`config.mk`:
```
export PLATFORM = sky130hd
export DESIGN_NAME = mips_next_pc
export DESIGN_NICKNAME = d
export VERILOG_FILES = /design/src/rtl/mips_next_pc.sv
export SDC_FILE = /design/constraint.sdc
export NUM_CORES = 1
export LEC_CHECK = 0
export BUFFER_PORTS_ARGS = -buffer_cell sky130_fd_sc_hd__buf_2
export CAP_MARGIN = 20
export CORE_MARGIN = 4
export CORE_UTILIZATION = 51
export CTS_CLUSTER_DIAMETER = 120
export DETAILED_ROUTE_END_ITERATION = 8
export PLACE_DENSITY_LB_ADDON = 0.15
export SYNTH_ARGS = -nofsm -noshare
export SYNTH_HDL_FRONTEND = slang
export SYNTH_SLANG_ARGS = --single-unit
```
`constraint.sdc`:
```
create_clock -name i_clk -period 7.1 [get_ports i_clk]
set_input_delay 1.065 -clock i_clk [delete_from_list [all_inputs] [get_ports i_clk]]
set_output_delay 1.065 -clock i_clk [all_outputs]
set_load 0.02 [all_outputs]
```
`src/rtl/mips_next_pc.sv`:
```
// ----------------------------------------------------------------------------
// mips_next_pc
// Program-counter / next-PC stage of the single-cycle MIPS core.
// Holds the PC register and selects the next PC each cycle from the decoder's
// branch/jump/syscall controls. Provides the jal link value (pc + 4), a
// RUN/HALT machine for halting syscalls, and saturating statistics counters.
//
// Ports
//   i_clk, i_rst        clock, synchronous active-high reset
//   i_go                one-cycle pulse, resumes from HALT
//   i_beq/i_bne/i_bgez  conditional branch controls
//   i_jr/i_jmp/i_jal    jump controls (jr also asserts jmp)
//   i_syscall           syscall control
//   i_alu_equal         rs == rt
//   i_rs_data           rs value (jr target, bgez sign)
//   i_v0_data           $v0 value (syscall code)
//   i_imm16             instr[15:0]
//   i_instr_index       instr[25:0]
//   o_pc                current PC
//   o_pc_plus4          pc + 4 (jal link value)
//   o_halted            1 while in HALT
//   o_align_err         sticky misaligned-jr flag
//   o_cyc_cnt           RUN cycles
//   o_jmp_cnt           unconditional jumps executed
//   o_br_taken          conditional branches taken
//   o_br_ntaken         conditional branches not taken
// ----------------------------------------------------------------------------
module mips_next_pc #(
    parameter logic [31:0] RESET_PC  = 32'h0000_0000,
    parameter logic [31:0] HALT_CODE = 32'd10,
    parameter int          CNT_W     = 32
) (
    input  logic             i_clk,
    input  logic             i_rst,
    input  logic             i_go,
    input  logic             i_beq,
    input  logic             i_bne,
    input  logic             i_bgez,
    input  logic             i_jr,
    input  logic             i_jmp,
    input  logic             i_jal,
    input  logic             i_syscall,
    input  logic             i_alu_equal,
    input  logic [31:0]      i_rs_data,
    input  logic [31:0]      i_v0_data,
    input  logic [15:0]      i_imm16,
    input  logic [25:0]      i_instr_index,
    output logic [31:0]      o_pc,
    output logic [31:0]      o_pc_plus4,
    output logic             o_halted,
    output logic             o_align_err,
    output logic [CNT_W-1:0] o_cyc_cnt,
    output logic [CNT_W-1:0] o_jmp_cnt,
    output logic [CNT_W-1:0] o_br_taken,
    output logic [CNT_W-1:0] o_br_ntaken
);

    typedef enum logic {
        ST_RUN  = 1'b0,
        ST_HALT = 1'b1
    } state_t;

    localparam logic [CNT_W-1:0] CNT_ONE = {{(CNT_W-1){1'b0}}, 1'b1};

    state_t           r_state;
    state_t           w_state_next;
    logic [31:0]      r_pc;
    logic             r_align_err;
    logic [CNT_W-1:0] r_cyc_cnt;
    logic [CNT_W-1:0] r_jmp_cnt;
    logic [CNT_W-1:0] r_br_taken;
    logic [CNT_W-1:0] r_br_ntaken;

    logic [31:0]      w_pc_plus4;
    logic [31:0]      w_br_target;
    logic [31:0]      w_jmp_target;
    logic [31:0]      w_pc_next;
    logic             w_any_jump;
    logic             w_any_cond;
    logic             w_taken;
    logic             w_halt_req;
    logic             w_run;

    // Saturating increment: holds at all-ones instead of wrapping.
    function automatic logic [CNT_W-1:0] sat_inc(input logic [CNT_W-1:0] val);
        if (&val) begin
            return val;
        end
        return val + CNT_ONE;
    endfunction

    assign w_pc_plus4   = r_pc + 32'd4;
    assign w_br_target  = w_pc_plus4 + {{14{i_imm16[15]}}, i_imm16, 2'b00};
    assign w_jmp_target = {w_pc_plus4[31:28], i_instr_index, 2'b00};

    // Multiple conditional flags are illegal but resolve as an OR of taken terms.
    assign w_taken    = (i_beq & i_alu_equal) | (i_bne & ~i_alu_equal) | (i_bgez & ~i_rs_data[31]);
    assign w_any_cond = i_beq | i_bne | i_bgez;
    assign w_any_jump = i_jr | i_jmp;
    assign w_halt_req = i_syscall & (i_v0_data == HALT_CODE);
    assign w_run      = (r_state == ST_RUN);

    // Next-PC and next-state selection; a halting syscall falls through to pc+4.
    always_comb begin
        w_state_next = r_state;
        w_pc_next    = w_pc_plus4;
        case (r_state)
            ST_RUN: begin
                if (w_halt_req) begin
                    w_state_next = ST_HALT;
                    w_pc_next    = w_pc_plus4;
                end else if (i_jr) begin
                    w_pc_next = {i_rs_data[31:2], 2'b00};
                end else if (i_jmp) begin
                    w_pc_next = w_jmp_target;
                end else if (w_taken) begin
                    w_pc_next = w_br_target;
                end
            end
            ST_HALT: begin
                w_pc_next = r_pc;
                if (i_go) begin
                    w_state_next = ST_RUN;
                end
            end
            default: begin
                w_state_next = ST_RUN;
            end
        endcase
    end

    always_ff @(posedge i_clk) begin
        if (i_rst) begin
            r_state     <= ST_RUN;
            r_pc        <= RESET_PC;
            r_align_err <= 1'b0;
            r_cyc_cnt   <= '0;
            r_jmp_cnt   <= '0;
            r_br_taken  <= '0;
            r_br_ntaken <= '0;
        end else begin
            r_state <= w_state_next;
            r_pc    <= w_pc_next;
            if (w_run) begin
                r_cyc_cnt <= sat_inc(r_cyc_cnt);
                if (!w_halt_req && i_jr && (i_rs_data[1:0] != 2'b00)) begin
                    r_align_err <= 1'b1;
                end
                if (w_any_jump) begin
                    r_jmp_cnt <= sat_inc(r_jmp_cnt);
                end else if (w_any_cond) begin
                    if (w_taken) begin
                        r_br_taken <= sat_inc(r_br_taken);
                    end else begin
                        r_br_ntaken <= sat_inc(r_br_ntaken);
                    end
                end
            end
        end
    end

    assign o_pc        = r_pc;
    assign o_pc_plus4  = w_pc_plus4;
    assign o_halted    = (r_state == ST_HALT);
    assign o_align_err = r_align_err;
    assign o_cyc_cnt   = r_cyc_cnt;
    assign o_jmp_cnt   = r_jmp_cnt;
    assign o_br_taken  = r_br_taken;
    assign o_br_ntaken = r_br_ntaken;

endmodule

```
==> results by group <==
STA
  • Fin Hold WS: between 0.5 and 0.6 ns
  • Fmax: about 220 MHz
  • Worst Tran Pin Value: approximately 1.1 ns
  • Setup violators final: 0
  • RSZ-0062 raised after global routing: false
  • Final clock skew: 0.0121 ns
  • Rel. slew slack: between 20% and 30%
  • Final Max Slew Viols: 0
  • Period utilisation layout: between 60% and 70%
  • Fin crit period: around 4.6 ns
  • Final hold vios: 0
  • Post-route setup TNS: 0 ns

Final layout
  • Most frequent cells in the layout: buf_2, nor2_1, dfxtp_1
  • FILL cells: between 1500 and 2000
  • Final nets: ~1700
  • Area of the multi-input gates: 6530 sq um
  • Final cell count without fillers: 1859
  • Core Util, Final: a little under two thirds
  • Most common cell after layout, fill and taps aside: buf_2
  • N_diodes: 0
  • Syn-to-layout area delta: 22.8%
  • Register area: between 3000 and 4000 sq um
  • Layout cell share with drive strength beyond 1: between 20% and 30%

Detailed routing
  • Drt first pass iters: 5
  • Detailed-route DRC error count: 0
  • Post-route ant nets: 0
  • Vias/cell: 5.61
  • Post-DR wirelength/cell: between 15 and 20 um
  • Vias: about 10000
  • DRT iter0 DRCs: roughly 700
  • Routed Wire Length: just over 30000 um

Setup path
  • Critical R2R Launch: o_pc[2]$_SDFFE_PP0N_
  • Worst Path Required: approximately 7.5 ns
  • Worst Setup Start Kind: flop
  • CP max stage delay: between 0.6 and 0.7 ns
  • Flop-to-flop setup slack: roughly 2.5 ns
  • Crit-path cells: ha_1 -> nand2_1 -> or2_2 -> nor2_1 -> nand4_1 -> xnor2_1 -> ha_1 -> a21oi_1 -> o211ai_1 -> a221oi_2 -> a21oi_1 -> o21ai_2 -> a211oi_1 -> o21ai_0 -> or4b_2 -> a31oi_1
  • Crit. End Element: flop
  • CP arrival: 4.95 ns
  • Critical-path top delay cell: or4b_2
  • Number of cells on the worst reg-to-reg path: 16
  • CP max FO: 7
  • Crit Reg-Reg Endpoint: o_pc[29]$_SDFFE_PP0N_
  • Critical path class: flop to flop

Worst hold path
  • Tightest Hold Check Type: flop to flop
  • HP Start: o_jmp_cnt[13]$_SDFFE_PP0P_
  • Worst Hold Depth: 2
  • Worst Hold Endpoint: o_jmp_cnt[13]$_SDFFE_PP0P_

CTS
  • Post-CTS Setup Bufs: 0
  • CTS hold repair buffers: 0
  • Reg clk slew, reported paths: around 0.08 ns
  • Root buffer selected by CTS: clkbuf_16
  • Deepest clock path buffer count: 2
  • CTS tree: built
  • Worst-Skew Late Latency: 0.44 ns
  • CTS sink count: 160
  • Resize count post-CTS: 0
  • TritonCTS Buffers: 17
  • CTS HTree Levels: 4

Placed design
  • Final HPWL DP: 22300 um
  • Port Buf Inserts: slightly above 300
  • Placed cell count: 1827
  • Placer Congestion: 0.927

Job
  • MaxCap Viol Count: 0

Logic synthesis
  • Ys flop type: dfxtp_1
  • Seq/Total Area, Yosys: about a third
  • Cell area after synthesis: about 10000 sq um
  • Synth unique cells: 76
  • Yosys Warn Count: 0
  • Synthesized flop and latch total: between 150 and 200
  • Asr flop ratio synth: 0%
  • Synth Instances: 1305
  • Post-synth EDFFs: 0
  • Syn_area_per_cell: 7.73 sq um

Die
  • # IOs: 311
  • Die Span X: ~150 um
  • Core area: 19500 sq um
  • Die area: around 22000 sq um
  • Initial core utilization: slightly above 50%
  • Die H: between 100 and 150 um
  • Core Rows: a little over 50

Global routing
  • First-pass GRT wire length: 49600 um
  • Total gr overflow: 0
  • Largest net degree at the start of global routing: just over 80
  • GRT Resource Usage Total: roughly 27%
  • Vias in the first global route: about 9800
  • Initial antenna violation count: 2

Outcome
  • Outcome: finished clean

Power
  • Peak supply drop: ~0.00016 V
  • Power, Total: 2.33 mW
  • Leakage power: 5.48 nW
  • Pwr/cell area: 188 nW/um^2
## where the power goes
| group | switching, mW | leakage, nW | internal (mW) |
|---|---|---|---|
| Sequential | 0.0288 | 1.30 | 0.917 |
| Combinational | 0.274 | 3.88 | 0.175 |
| Clock | 0.449 | 0.296 | 0.484 |
| Total | 0.752 | 5.48 | 1.58 |
## worst max path at each step
stage                          from                    end  cells past startpoint
6_report       o_pc[2]$_SDFFE_PP0N_  o_pc[29]$_SDFFE_PP0N_                     16
3_5_place_dp   o_pc[2]$_SDFFE_PP0N_  o_pc[29]$_SDFFE_PP0N_                     16
4_1_cts        o_pc[2]$_SDFFE_PP0N_  o_pc[29]$_SDFFE_PP0N_                     16
5_1_grt        o_pc[2]$_SDFFE_PP0N_  o_pc[29]$_SDFFE_PP0N_                     16
2_1_floorplan  o_pc[2]$_SDFFE_PP0N_  o_pc[29]$_SDFFE_PP0N_                     17
3_3_place_gp   o_pc[2]$_SDFFE_PP0N_  o_pc[29]$_SDFFE_PP0N_                     16
## cell type report
cell class	count	share of cell area (%)
Clock inverter	14	1.31
Timing Repair Buffer	311	12.7
Clock buffer	18	3.55
Inverter	38	1.15
Multi-Input combinational cell	1053	52.7
Tap cell	265	2.68
Sequential cell	160	25.9
## worst max-delay path: cells and delay by family (launching register included)
kind	cells	cell delay, ns
adder cells (fa/ha/maj)	2	0.64
AND/OR/NAND/NOR	5	1.58
flip-flops	1	0.45
AO/OA/AOI/OAI	8	1.53
XOR/XNOR	1	0.31
## registers in the layout, summed over array words and instances, names as in the netlist
name and cells:
o_br_taken 32, o_jmp_cnt 32, o_align_err 1, o_br_ntaken 32, o_cyc_cnt 32, o_pc 30
o_halted 1
## logic make-up after synthesis
| logic type | count (synthesis) | synth area share [%] |
|---|---|---|
| AO/OA/AOI/OAI | 269 | 16.5 |
| XOR/XNOR | 154 | 13.4 |
| adder cells (fa/ha/maj) | 41 | 5.16 |
| buffers and inverters | 95 | 3.73 |
| flip-flops | 160 | 31.8 |
| multiplexers | 15 | 1.51 |
| other | 1 | 0.0372 |
| AND/OR/NAND/NOR | 570 | 27.9 |
## cells in the mapped netlist (all sizes together), types with 3 or more instances
master	instances	area (sq um)
nor3	25	130
clkbuf	45	169
nand3	62	320
a22oi	4	30.0
a311oi	3	26.3
nor2b	9	56.3
o21bai	3	22.5
xnor2	62	543
buf	12	65.1
a31oi	8	62.6
a221o	3	30.0
nand3b	4	30.0
nor3b	3	22.5
o21ai	70	354
ha	40	500
dfxtp	160	3200
nand2b	10	62.6
or4	3	22.5
nor2	191	724
mux2i	13	130
nor4	14	109
nand4	40	250
or3	30	193
and3	13	81.3
xor2	92	813
o21a	6	45.0
o211ai	14	105
a21oi	100	504
nand2	121	454
a21o	14	105
or2	4	25.0
and2	13	81.3
inv	37	139
o31ai	4	30.0
a221oi	9	85.1
and4	24	210
a211oi	8	65.1
o22ai	6	37.5
## per-stage QoR
stage,instance area [sq um],setup WS (ns)
4_1_cts,12400,2.54
3_3_place_gp,11800,2.60
6_report,12400,2.51
3_5_place_dp,11800,2.57
2_1_floorplan,10100,2.60
5_1_grt,12400,2.04
## metal layers
metal	vias to the layer above	global-route usage (%)	share of wire, %	routed length [um]
met4	4	10.2	3.1	968
met1	4806	35.9	43	13400
met2	398	44.3	46	14200
met5	-	0	0.067	21
met3	59	6.37	8.2	2550
li1	5170	-	-	-
Note: power is estimated with default switching activity, not from simulation.
